===== config.mk =====
export PLATFORM = sky130hd
export DESIGN_NAME = fifo_wptr_full
export DESIGN_NICKNAME = d
export VERILOG_FILES = /design/src/rtl/fifo_wptr_full.sv
export SDC_FILE = /design/constraint.sdc
export NUM_CORES = 1
export LEC_CHECK = 0
export BUFFER_PORTS_ARGS = -buffer_cell sky130_fd_sc_hd__buf_2
export CAP_MARGIN = 20
export CORE_ASPECT_RATIO = 0.8
export CORE_UTILIZATION = 30
export CTS_BUF_LIST = sky130_fd_sc_hd__clkbuf_8
export DETAILED_ROUTE_END_ITERATION = 8
export GPL_TIMING_DRIVEN = 0
export MAX_ROUTING_LAYER = met4
export PLACE_DENSITY = 0.51
export SETUP_SLACK_MARGIN = 0.02
export SLEW_MARGIN = 5
export SYNTH_ARGS = -nofsm -noshare
export SYNTH_HDL_FRONTEND = slang
export SYNTH_SLANG_ARGS = --single-unit
export TNS_END_PERCENT = 50

===== constraint.sdc =====
create_clock -name w_clk -period 2.35 [get_ports w_clk]
set_clock_uncertainty 0.05 [all_clocks]
set_input_delay 0.1175 -clock w_clk [delete_from_list [all_inputs] [get_ports w_clk]]
set_output_delay 0.1175 -clock w_clk [all_outputs]
set_load 0.01 [all_outputs]

===== src/rtl/fifo_wptr_full.sv =====
// Write-domain pointer/full generator for an asynchronous FIFO: binary and Gray write
// pointers, 2-flop read-pointer synchronizer, registered full/overflow (almost_full with FIFO_ALMOST_FULL_EN).
module fifo_wptr_full #(
  parameter int DEPTH     = 16,
  parameter int AF_MARGIN = 2
) (
  input  logic                     w_clk,
  input  logic                     w_rst_n,
  input  logic                     wr_rq,
  input  logic [$clog2(DEPTH):0]   rptr_gray,
  output logic [$clog2(DEPTH)-1:0] waddr,
  output logic [$clog2(DEPTH):0]   wptr_gray,
  output logic                     full,
  output logic                     wr_ovf
`ifdef FIFO_ALMOST_FULL_EN
  ,
  output logic                     almost_full
`endif
);

  localparam int ADDR_W = $clog2(DEPTH);

  if ((DEPTH < 4) || ((DEPTH & (DEPTH - 1)) != 0) || (AF_MARGIN < 1) || (AF_MARGIN >= DEPTH))
  begin : g_bad_param
    $error("fifo_wptr_full: DEPTH must be a power of two >= 4 and AF_MARGIN in 1..DEPTH-1");
  end

  logic              wr_inc;
  logic [ADDR_W:0]   wbin_d, wbin_q;
  logic [ADDR_W:0]   wgray_d, wgray_q;
  logic [ADDR_W:0]   rq1_d, rq1_q;
  logic [ADDR_W:0]   rq2_d, rq2_q;
  logic [ADDR_W:0]   full_target;
  logic              full_d, full_q;
  logic              wr_ovf_d, wr_ovf_q;

  always_comb begin
    wr_inc      = wr_rq && !full_q;
    wbin_d      = wbin_q + {{ADDR_W{1'b0}}, wr_inc};
    wgray_d     = wbin_d ^ (wbin_d >> 1);
    rq1_d       = rptr_gray;
    rq2_d       = rq1_q;
    // Full when the next write pointer is exactly one lap ahead of the synchronized read pointer.
    full_target = {~rq2_q[ADDR_W:ADDR_W-1], rq2_q[ADDR_W-2:0]};
    full_d      = (wgray_d == full_target);
    wr_ovf_d    = wr_ovf_q || (wr_rq && full_q);
  end

  always_ff @(posedge w_clk or negedge w_rst_n) begin
    if (!w_rst_n) begin
      wbin_q   <= '0;
      wgray_q  <= '0;
      rq1_q    <= '0;
      rq2_q    <= '0;
      full_q   <= 1'b0;
      wr_ovf_q <= 1'b0;
    end else begin
      wbin_q   <= wbin_d;
      wgray_q  <= wgray_d;
      rq1_q    <= rq1_d;
      rq2_q    <= rq2_d;
      full_q   <= full_d;
      wr_ovf_q <= wr_ovf_d;
    end
  end

  assign waddr     = wbin_q[ADDR_W-1:0];
  assign wptr_gray = wgray_q;
  assign full      = full_q;
  assign wr_ovf    = wr_ovf_q;

`ifdef FIFO_ALMOST_FULL_EN
  localparam logic [ADDR_W:0] AF_THRESH = (ADDR_W + 1)'(DEPTH - AF_MARGIN);

  logic [ADDR_W:0] rbin_s;
  logic [ADDR_W:0] level_next;
  logic            almost_full_d, almost_full_q;

  always_comb begin
    rbin_s = '0;
    // Gray-to-binary: each binary bit is the XOR of all Gray bits at or above it.
    for (int unsigned i = 0; i <= ADDR_W; i++) begin
      rbin_s[i] = ^(rq2_q >> i);
    end
    level_next    = wbin_d - rbin_s;
    almost_full_d = (level_next >= AF_THRESH);
  end

  always_ff @(posedge w_clk or negedge w_rst_n) begin
    if (!w_rst_n) begin
      almost_full_q <= 1'b0;
    end else begin
      almost_full_q <= almost_full_d;
    end
  end

  assign almost_full = almost_full_q;
`endif

endmodule


==> flow_metrics.py <==
metrics = {
    "run_status": {
        "outcome": "finished, final reports clean",
    },
    "yosys": {
        "syn_avg_cell_area_um2": 15.6,
        "synth_area_um2": 764,
        "synth_top_area_cell": "dfrtp_1",
        "syn_nets": 59,
        "synthMuxAreaShare_pct": 1.31,
        "yosys_register_bits": 21,
        "synth-adder-area-share_pct": 3.27,
        "yosysWarnings": 0,
        "synth-compound-area-share_pct": 4.26,
        "synthCells": 49,
        "synth_top_family_by_area": "XOR/XNOR gates",
        "yosys.area_share.simple_pct": 5.40,
        "netlist.area_leader.share_pct": 68.7,
        "synth-xor-area-share_pct": 17.0,
        "ys_types": 17,
        "synthTopCellsByArea": "dfrtp_1 69%, xnor2_1 8.0%, xor2_1 6.9%, ha_1 3.3%, xnor2_2 2.1%",
        "ys_seq_area_share_pct": 68.7,
    },
    "routing": {
        "drtPass1Iterations": 4,
        "vias_per_cell": 3.98,
        "wirelength_mm": 1.15,
        "antenna_left": 0,
        "drtIter0Drc": 2,
        "route.vias.total": 442,
        "wl_per_cell_um": 10.4,
        "route.detailed.drc": 0,
    },
    "power_and_ir_drop": {
        "peakVddDrop_mv": 0.402,
        "powerDensity_nw_per_um2": 1320,
        "total_leakage_power_nw": 0.475,
    },
    "grt": {
        "grtUsageTotal_pct": 10.8,
        "grt_overflow": 0,
        "grt_pass1_vias": 410,
        "antenna_found_initial": 0,
        "grt_max_degree": 22,
        "grt_pass1_wl_mm": 1.93,
    },
    "timing": {
        "period_needed_ps": 2090,
        "tightest_slew_ps": 463,
        "max_freq_mhz": 479,
        "setup_tns_ps": 0,
        "slew_headroom_pct": 69.1,
        "rsz0062_at_grt": "false",
        "min_period_over_period_pct": 88.9,
        "hold_viol_final": 0,
        "finalSetupViolCount": 0,
        "slew_violations": 0,
    },
    "setup_path": {
        "rr_worst_depth": 7,
        "cp.arrival_ps": 2190,
        "cp.required_ps": 2450,
        "r2r-start": "full",
        "critPathLaunchType": "flip-flop",
        "critPathMaxFanout": 5,
        "crit_path_end_kind": "flip-flop",
        "critPathKind": "flip-flop to flip-flop",
        "startpoint": "full",
    },
    "die": {
        "die_area_um2": 2760,
        "io_pins": 19,
        "fp.coreArea_um2": 2270,
        "start_util_pct": 33.7,
        "die_h_um": 47.2,
        "num_rows": 15,
        "die_w_um": 58.4,
    },
    "cts": {
        "clock_latency_ps": 250,
        "clk_pin_slew_ps": 70,
        "postCtsSetupRepairBufs": 0,
        "cts_buffers": 3,
        "root_buffer": "clkbuf_8",
        "cts_sinks": 21,
        "tritoncts": "built",
        "cts_max_path_buffers": 2,
        "htree_levels": 1,
    },
    "placement": {
        "io_buffers": 18,
        "placed_area_um2": 897,
        "gp_congestion": 0.717,
        "dpl.cell_count": 101,
        "hpwl_um": 750,
    },
    "job": {
        "maxCapViolCount": 0,
    },
    "layout": {
        "layout.nets": 88,
        "antenna_cells": 0,
        "stdcell_count": 111,
        "layout-drive-gt1-share_pct": 32.5,
        "area_delta_synth_final_pct": 32.1,
        "fin_util_pct": 44.5,
        "stdcell_area_um2": 1010,
    },
    "hold_path": {
        "holdPathStages": 2,
        "hold_path_class": "input pin to flip-flop",
        "min_from": "wr_rq",
    },
}
metrics by stage:
stage	power, mW	hold WS (ps)	worst slack, ps
4_1_cts	1.35	10.4	168
5_1_grt	1.46	14.8	27.0
3_3_place_gp	1.11	46.4	252
2_1_floorplan	0.948	-228	455
3_5_place_dp	1.11	47.4	238
6_report	1.34	19.7	261
power breakdown:
| part | internal, mW | switching (mW) |
|---|---|---|
| registers | 0.472 | 0.0857 |
| clock network | 0.116 | 0.108 |
| logic | 0.280 | 0.274 |
| total | 0.869 | 0.468 |
critical path: stages, from the launching register on:
cell and delay (ps):
dfrtp_1 410, nor2b_1 160, ha_1 250, ha_1 330
xor2_2 240, xnor2_1 160, mux2i_1 100, nor4_1 290
cells in the mapped netlist, drive strengths merged:
| cell type | number |
|---|---|
| and3 | 1 |
| and2 | 1 |
| mux2i | 1 |
| o22ai | 1 |
| nor4 | 1 |
| nand3 | 1 |
| ha | 2 |
| a21o | 1 |
| xor2 | 6 |
| xnor2 | 8 |
| a21boi | 2 |
| nand4 | 1 |
| nor2b | 1 |
| dfrtp | 21 |
| nor2 | 1 |
worst paths after layout:
kind	end	slack, ps
max	full	260
min	wr_ovf	20
min in group asynchronous	wptr_gray[1]	290
max in group asynchronous	wr_ovf	1640
min reg2reg	rq2_q[3]	300
max reg2reg	full	260
cell usage in the layout, fill, tap and decap left out:
master,count
dlygate4sd3_1,6
and3_2,1
inv_1,1
nand4_1,1
a21boi_0,1
dfrtp_1,21
nor2_1,1
xnor2_1,7
nand3_1,1
xor2_1,5
xor2_2,1
a21boi_2,1
clkbuf_8,3
ha_1,2
nor4_1,1
mux2i_1,1
nor2b_1,1
and2_1,1
xnor2_2,1
o22ai_1,1
a21o_1,1
buf_2,18
per-layer routing:
metal,GRT usage [%],part of all wire (%),wire (µm),up-vias
met3,6.06,8.3,95,2
li1,-,-,-,220
met5,-,0,0,-
met1,12.4,48,552,201
met4,4.29,0.96,11,0
met2,15.9,43,490,19
flip-flops by register name, summed over array words and instances, names as in the netlist:
| signal | flops |
|---|---|
| wbin_q | 5 |
| full | 1 |
| wr_ovf | 1 |
| wptr_gray | 4 |
| rq2_q | 5 |
| rq1_q | 5 |
cells by family (layout without fill, tap and decap cells):
kind of cell             after synthesis  in the layout
flip-flops                            21             21
XOR/XNOR                              14             14
AND/OR/NAND/NOR                        7              7
AO/OA/AOI/OAI                          4              4
adder cells (fa/ha/maj)                2              2
multiplexers                           1              1
buffers and inverters                  0             28
area by class of cell:
type                       count  area (µm²)
clock buffer                   3        41.3
clock inverter                 1        3.75
multi-input combinational     28         246
sequential                    21         526
tap                           34        42.5
fill                         221        1260
timing repair buffer          24         150
repair_timing:
item	4_1_cts	5_1_grt
endpoints found under the setup margin	0	1
endpoints found under the hold margin	26	0
gates resized for setup	0	1
hold buffers	6	0
Note: power is estimated with default switching activity, not from simulation.
